File: src/rtl/cipher_pkg.sv
// Cipher primitives shared by the serial encryptor and the stream decryptor.
// Both ends derive the keystream from the same key_at().
package cipher_pkg;
  typedef logic [7:0] byte_t;

  typedef enum logic {
    IDX_IDLE,
    IDX_RUN
  } idx_state_t;

  localparam int    DEF_MSG_LEN  = 9;
  localparam byte_t DEF_KEY      = 8'h5A;
  localparam byte_t DEF_KEY_STEP = 8'h01;

  // Position-dependent keystream; the product wraps to 8 bits before the add.
  function automatic byte_t key_at(input byte_t idx, input byte_t key, input byte_t step);
    byte_t prod;
    prod = byte_t'(idx * step);
    return key + prod;
  endfunction

  function automatic byte_t enc_byte(input byte_t p, input byte_t k);
    return p + k;
  endfunction

  function automatic byte_t dec_byte(input byte_t c, input byte_t k);
    return c - k;
  endfunction
endpackage

File: src/rtl/byte_fifo2.sv
// Two-entry {data, last} FIFO; entry 0 is always the head, so head outputs
// come straight from a register and hold while the consumer stalls.
module byte_fifo2 (
  input  logic       clk,
  input  logic       rst_n,
  input  logic       push,
  input  logic [7:0] push_data,
  input  logic       push_last,
  input  logic       pop,
  output logic [7:0] head_data,
  output logic       head_last,
  output logic [1:0] count,
  output logic       full,
  output logic       empty
);
  logic [7:0] data0, data1;
  logic       last0, last1;
  logic       do_push, do_pop;

  assign full      = (count == 2'd2);
  assign empty     = (count == 2'd0);
  assign do_push   = push && !full;
  assign do_pop    = pop && !empty;
  assign head_data = data0;
  assign head_last = last0;

  always_ff @(posedge clk or negedge rst_n) begin
    if (!rst_n) begin
      count <= 2'd0;
      data0 <= 8'h00;
      data1 <= 8'h00;
      last0 <= 1'b0;
      last1 <= 1'b0;
    end else begin
      if (do_pop && count == 2'd2) begin
        data0 <= data1;
        last0 <= last1;
      end
      // A push lands in the head slot when the head is empty or leaving this cycle.
      if (do_push) begin
        if (count == 2'd0 || do_pop) begin
          data0 <= push_data;
          last0 <= push_last;
        end else begin
          data1 <= push_data;
          last1 <= push_last;
        end
      end
      count <= count + {1'b0, do_push} - {1'b0, do_pop};
    end
  end
endmodule

File: src/rtl/stream_decrypt.sv
// Byte-serial stream decryptor: strips the position keystream, checks message
// framing against MSG_LEN and hands plaintext out through a 2-entry buffer.
module stream_decrypt
  import cipher_pkg::*;
#(
  parameter int         MSG_LEN  = DEF_MSG_LEN,
  parameter logic [7:0] KEY      = DEF_KEY,
  parameter logic [7:0] KEY_STEP = DEF_KEY_STEP
) (
  input  logic       clk,
  input  logic       rst_n,
  input  logic       in_valid,
  output logic       in_ready,
  input  logic [7:0] in_data,
  input  logic       in_last,
  output logic       out_valid,
  input  logic       out_ready,
  output logic [7:0] out_data,
  output logic       out_last,
  output logic       frame_err,
  output logic       msg_done
);
  localparam byte_t LAST_IDX = byte_t'(MSG_LEN - 1);

  idx_state_t state, next_state;
  byte_t      idx, next_idx, cur_idx, plain_p0;
  logic       accept, pop, last_p0, at_end, err_d, done_d;
  logic       fifo_full, fifo_empty;
  logic [1:0] fifo_count;

  assign in_ready  = (fifo_count < 2'd2);
  assign accept    = in_valid && !fifo_full;
  assign out_valid = (fifo_count != 2'd0);
  assign pop       = out_ready && !fifo_empty;

  assign cur_idx  = (state == IDX_IDLE) ? '0 : idx;
  assign at_end   = (cur_idx == LAST_IDX);
  assign plain_p0 = dec_byte(in_data, key_at(cur_idx, KEY, KEY_STEP));
  assign last_p0  = at_end || in_last;

  always_comb begin
    next_state = state;
    next_idx   = idx;
    err_d      = 1'b0;
    done_d     = 1'b0;
    if (accept) begin
      if (last_p0) begin
        // Any end of frame, good or bad, restarts the keystream at position 0.
        next_state = IDX_IDLE;
        next_idx   = '0;
        done_d     = in_last && at_end;
        err_d      = !(in_last && at_end);
      end else begin
        next_state = IDX_RUN;
        next_idx   = cur_idx + 8'd1;
      end
    end
  end

  always_ff @(posedge clk or negedge rst_n) begin
    if (!rst_n) begin
      state     <= IDX_IDLE;
      idx       <= '0;
      frame_err <= 1'b0;
      msg_done  <= 1'b0;
    end else begin
      state     <= next_state;
      idx       <= next_idx;
      frame_err <= err_d;
      msg_done  <= done_d;
    end
  end

  // Stage boundary: decrypted byte is registered into the output buffer.
  byte_fifo2 u_fifo (
    .clk       (clk),
    .rst_n     (rst_n),
    .push      (accept),
    .push_data (plain_p0),
    .push_last (last_p0),
    .pop       (pop),
    .head_data (out_data),
    .head_last (out_last),
    .count     (fifo_count),
    .full      (fifo_full),
    .empty     (fifo_empty)
  );
endmodule

File: config.mk
export PLATFORM = sky130hd
export DESIGN_NAME = stream_decrypt
export DESIGN_NICKNAME = d
export VERILOG_FILES = /design/src/rtl/cipher_pkg.sv /design/src/rtl/byte_fifo2.sv /design/src/rtl/stream_decrypt.sv
export SDC_FILE = /design/constraint.sdc
export NUM_CORES = 1
export LEC_CHECK = 0
export ABC_AREA = 1
export CAP_MARGIN = 40
export CORE_ASPECT_RATIO = 0.5
export CORE_UTILIZATION = 47
export CTS_BUF_LIST = sky130_fd_sc_hd__clkbuf_8
export DETAILED_ROUTE_END_ITERATION = 8
export GPL_TIMING_DRIVEN = 0
export PLACE_DENSITY = 0.76
export SLEW_MARGIN = 20
export SYNTH_ARGS = -nofsm -noshare
export SYNTH_HDL_FRONTEND = slang
export SYNTH_HIERARCHICAL = 1
export SYNTH_SLANG_ARGS = --single-unit
export TNS_END_PERCENT = 20
File: constraint.sdc
create_clock -name clk -period 2.15 [get_ports clk]
set_input_delay 0.43 -clock clk [delete_from_list [all_inputs] [get_ports clk]]
set_output_delay 0.43 -clock clk [all_outputs]
set_load 0.005 [all_outputs]
* Yosys cells after proc, flatten, opt, wreduce, memory -nomap -nowiden
Cells that the tools add are included.
** Storage, ports and cells
- Register bits after elaboration :: 31
- Latch bits :: 0
- Bits in writable memories :: 0
- Bits in read-only memories :: 0
- Input bits :: 13
- Word-level logic and storage cells :: 45
- Memories kept :: 0
** Operators by class
- Add/subtract/negate cells :: 5
- Multipliers :: 0
- Div/mod/pow operators :: 0
- Order comparisons :: 1
- Equal/unequal tests :: 2
- Shift operators :: 0
- Mux-type cells :: 13
- Bitwise gates (word level) :: 1
- Reductions and logical operators :: 14
** Operators by type and width (number)
- 2-to-1 mux 8 bit :: 5
- adder 7 x 8 -> 8 bit (first input constant) :: 1
- adder 8 x 1 -> 8 bit (second input constant) :: 1
- == test 8 x 4 -> 1 bit (second input constant) :: 1
- 2-to-1 mux 1 bit :: 8
- subtractor 8 bit :: 1
- logical AND 1 bit :: 6
- zero test 1 bit :: 3
- adder 2 x 1 -> 2 bit :: 1
- == test 2 bit (second input constant) :: 1
- zero test 2 bit :: 1
- logical OR 1 bit :: 2
- less-than comparator 2 bit (second input constant) :: 1
- AND reduction 2 bit :: 1
- nonzero test 2 bit :: 1
- subtractor 2 x 1 -> 2 bit :: 1
- NOT 1 bit :: 1

* Depth between registers and ports, before layout
- Depth in word-level cells :: 8
- Depth in mapped cells :: 15

* Modules after synthesis
The synthesis kept the hierarchy.
** Modules (own cells, without submodules)
- stream_decrypt :: instances 1, cells an instance 170, area an instance 1168.6 um^2
- byte_fifo2 :: instances 1, cells an instance 130, area an instance 1038.5 um^2

* Worst setup path before layout
Ideal clock, no wire load.
- Path type :: register to register
- Start :: reg state
- End :: reg u_fifo.data0[5] (netlist: u_fifo/head_data[5])
- Library setup time :: 0.065 ns
- Arrival :: 2.140 ns
- Setup slack :: -0.055 ns
- Cell stages (with the launch flop) :: 15
- Buffers on the path :: 1
- Cell sequence :: dfrtp_1 -> buf_6 -> nand2_1 -> inv_1 -> ha_1 -> inv_1 -> ha_1 -> inv_1 -> fa_1 -> inv_1 -> nand3_1 -> nand3_1 -> xor2_1 -> nand3_1 -> nand2_1
** Between the ends
- Cells in the longest elaborated chain, start to end :: 5
** RTL lines
- from (decl) :: RTL line stream_decrypt.sv:25 : idx_state_t state, next_state;
- from (signal assigned) :: RTL line stream_decrypt.sv:67 : state <= next_state;
- 2-to-1 mux 8 bit :: RTL line stream_decrypt.sv:36 : assign cur_idx = (state == IDX_IDLE) ? '0 : idx;
- adder 7 x 8 -> 8 bit :: RTL line cipher_pkg.sv:19 : return key + prod;
- subtractor 8 bit :: RTL line cipher_pkg.sv:27 : return c - k;
- via plain_p0[5] :: RTL line stream_decrypt.sv:26 : byte_t idx, next_idx, cur_idx, plain_p0;
- 2-to-1 mux 8 bit :: RTL line byte_fifo2.sv:41 : if (count == 2'd0 || do_pop) begin
- 2-to-1 mux 8 bit :: RTL line byte_fifo2.sv:40 : if (do_push) begin
- to (signal assigned) :: RTL line byte_fifo2.sv:36 : data0 <= data1;
- to (signal assigned) :: RTL line byte_fifo2.sv:42 : data0 <= push_data;
- to (decl) :: RTL line byte_fifo2.sv:16 : logic [7:0] data0, data1;
The timed path passes the listed nets, and every way through them passes these cells.
A chain may end at the register's enable or synchronous reset.

* Final worst setup path
- Start :: reg state
- End :: reg u_fifo.data1[6]
** Between the ends
- Cells in the longest elaborated chain, start to end :: 3
** RTL lines
- 2-to-1 mux 8 bit :: RTL line stream_decrypt.sv:36
- adder 7 x 8 -> 8 bit :: RTL line cipher_pkg.sv:19
- subtractor 8 bit :: RTL line cipher_pkg.sv:27
- via plain_p0[6] :: RTL line stream_decrypt.sv:26
- to (signal assigned) :: RTL line byte_fifo2.sv:45 : data1 <= push_data;
- to (decl) :: RTL line byte_fifo2.sv:16
The timed path passes the listed nets, and every way through them passes these cells.

==> results_dict.tcl <==
set metrics [dict create \
    ios 26 \
    end_kind "register" \
    grt-ovfl-total 0 \
    fin_crit_ns 2.15 \
    rsz0062_at_grt "true" \
    timing.rr.end "u_fifo/data1[6]" \
    synth_ff_type "dfrtp_1" \
    wl_per_cell_um 12.8 \
    status "finished, final reports clean" \
    gp_congestion 0.926 \
    grt_max_degree 32 \
    wl_mm 5.12 \
    final_antenna_net_count 0 \
    insertion_delay_ns 0.29 \
    worstPathRequired_ns 2.32 \
    crit_buf_inv 5 \
    cts-root-buf "clkbuf_8" \
    cp_slowest_stage_delay_ns 0.41 \
    cp_slowest_cell "dfrtp_2" \
    dr.pass1.iters 4 \
    finalPower_mw 3.10 \
    grt_pass1_wl_mm 8.51 \
    num_vias 2041 \
    drc_errors 0 \
    fmax_mhz 466 \
    fin_nets 371 \
    cp_max_fo 8 \
    crit_type "register to register" \
    setup_tns_ns 0 \
    slew_headroom 0.536 \
    hold_class "primary input to async pin" \
    path_cells "buf_6 > buf_8 > nand2_4 > inv_4 > ha_4 > inv_1 > ha_4 > nand2_1 > inv_2 > nand4_1 > nand4_1 > nand2_2 > nand2_1 > o21ai_0" \
    ir_worst_vdd_mv 0.367 \
    setup_violations 0 \
    cts_tree "built" \
    post-place-ws_ns -0.442 \
    synth-edff-count 0 \
    yosysWarnings 6 \
    reg2reg_slack_ns 0.005 \
    synth_area_per_cell_um2 7.36 \
    worst_slack_ns 0.00481 \
    post-dp-hpwl_mm 3.62 \
    async_flop_share 1.00 \
    dieHeight_um 50.5 \
    cts_sinks 31 \
    portBuffers 25 \
    critPathTopFamily "simple AND/OR/NAND/NOR gates" \
    tightest_slew_ns 0.695 \
    finalCritPeriodShare 0.998 \
    drv_cap 0 \
    layout-drive-gt1-share 0.234 \
    yosysMostFrequentCell "nand2_1" \
    drt_iter0_markers 103 \
    rr_worst_depth 14 \
    yosys.area.top_type "dfrtp_1" \
    dieArea_um2 4990 \
    hold_ws_ns 0.185 \
    yosysSeqAreaShare 0.351 \
    synth_area_leaders "dfrtp_1, nand2_1, ha_1" \
    row_count 17 \
    drv_slew 0 \
    ys_ff_latch 31 \
    area_growth_syn_to_layout_pct 30.3 \
    grt_use_total 0.220 \
    yosysUniqueCellTypes 31 \
    netlist_area_um2 2210 \
    grt_pass1_vias 1920 \
    synth_top_area_frac 0.351 \
    vias_per_cell 5.12 \
    antenna_found_initial 0 \
    fp.dieW_um 98.9 \
    finalClockSkew_ns 0.00754 \
    hold_violations 0 \
    clkTransAtPathRegs_ns 0.07 \
    numCtsBuffers 5 \
    syn_nets 330 \
    diodes 0 \
    critPathLaunchType "register" \
    initial_core_util 0.496 \
    htreeDepth 2 \
    worst_ep_arrival_time_ns 2.32 \
    p_leak_nw 1.49 \
    post_dp_cell_area_um2 2530 \
    r2r_start "state" \
    power_density_nw_per_um2 1080 \
    cts.path.max_buffers 2 \
    fin_area_um2 2880 \
    synth_common_cells "nand2_1, inv_1, nand3_1" \
    synth_cells 300 \
    coreArea_um2 4450 \
]
-- worst register-to-register path: stages, from the launching register on --
cell and delay, ns:
dfrtp_2 0.41, buf_6 0.13, buf_8 0.14, nand2_4 0.08, inv_4 0.04, ha_4 0.25, inv_1 0.05, ha_4 0.28
nand2_1 0.06, inv_2 0.06, nand4_1 0.14, nand4_1 0.17, nand2_2 0.08, nand2_1 0.07, o21ai_0 0.07
-- worst max path at each step --
stage / from / end / slack, ns / depth (start not counted)
after global placement: in_data[1] / u_fifo/head_data[5] / -0.36 / 13
after floorplan: state / u_fifo/head_data[5] / 0.002 / 14
after global routing: state / u_fifo/head_data[7] / -0.04 / 14
after detailed placement: in_data[1] / u_fifo/head_data[5] / -0.44 / 13
final: state / u_fifo/data1[6] / 0.005 / 14
after CTS: state / u_fifo/head_data[5] / -0.03 / 14
-- sequential cells by signal, summed over array words and instances, names as in the netlist --
register,cells
u_fifo/head_data,8
u_fifo/head_last,1
state,1
idx,8
u_fifo/last1,1
u_fifo/count,2
msg_done,1
frame_err,1
u_fifo/data1,8
-- layout by cell type (no fill, tap or decap), types with 6 or more instances in the layout --
| master | n |
|---|---|
| inv_1 | 42 |
| ha_1 | 8 |
| nand4_1 | 13 |
| nand2_1 | 80 |
| o21ai_1 | 7 |
| clkdlybuf4s50_1 | 23 |
| o21ai_0 | 9 |
| clkbuf_8 | 6 |
| ha_4 | 6 |
| nand3_1 | 29 |
| inv_2 | 9 |
| nor2_1 | 11 |
| nand2_2 | 7 |
| buf_4 | 9 |
| dfrtp_1 | 29 |
-- what timing repair did --
action	CTS	global route
setup buffers	6	3
endpoints found under the setup margin	10	12
resized for setup	21	22
pin swaps	11	17
hold buffers	0	0
cloned	0	0
-- area by class of cell --
cell class	count	area [um2]
Clock inverter	2	35.0
Sequential cell	31	778
Buffer	8	61.3
Tap cell	57	71.3
Clock buffer	6	82.6
Multi-Input combinational cell	206	1310
Fill cell	338	1570
Timing Repair Buffer	34	319
Inverter	55	216
-- per-stage QoR --
| stage | cells | util |
|---|---|---|
| final | 399 | 0.647 |
| after global placement | 382 | 0.570 |
| after detailed placement | 382 | 0.569 |
| after floorplan | 300 | - |
| after global routing | 399 | 0.647 |
| after CTS | 396 | 0.620 |
-- report_power, final --
group,switching [mW],total [mW],internal [mW]
Sequential,0.126,0.926,0.800
Clock,0.234,0.609,0.375
Combinational,0.867,1.56,0.698
-- per-layer routing --
layer | track usage | share of wire | up-vias
met5 | 0 | 0 | -
met4 | 0.0622 | 0.0076 | 0
met3 | 0.0474 | 0.041 | 5
met2 | 0.390 | 0.48 | 55
met1 | 0.273 | 0.47 | 951
li1 | - | - | 1030
-- cell families (layout without fill, tap and decap cells) --
| logic type | count (synthesis) | count (layout) | share of synthesized area |
|---|---|---|---|
| adder cells (fa/ha/maj) | 17 | 17 | 0.0998 |
| AND/OR/NAND/NOR | 161 | 161 | 0.349 |
| flip-flops | 31 | 31 | 0.351 |
| buffers and inverters | 63 | 105 | 0.121 |
| XOR/XNOR | 4 | 4 | 0.0159 |
| AO/OA/AOI/OAI | 24 | 24 | 0.0629 |
Power figures use the tool's default switching activity.
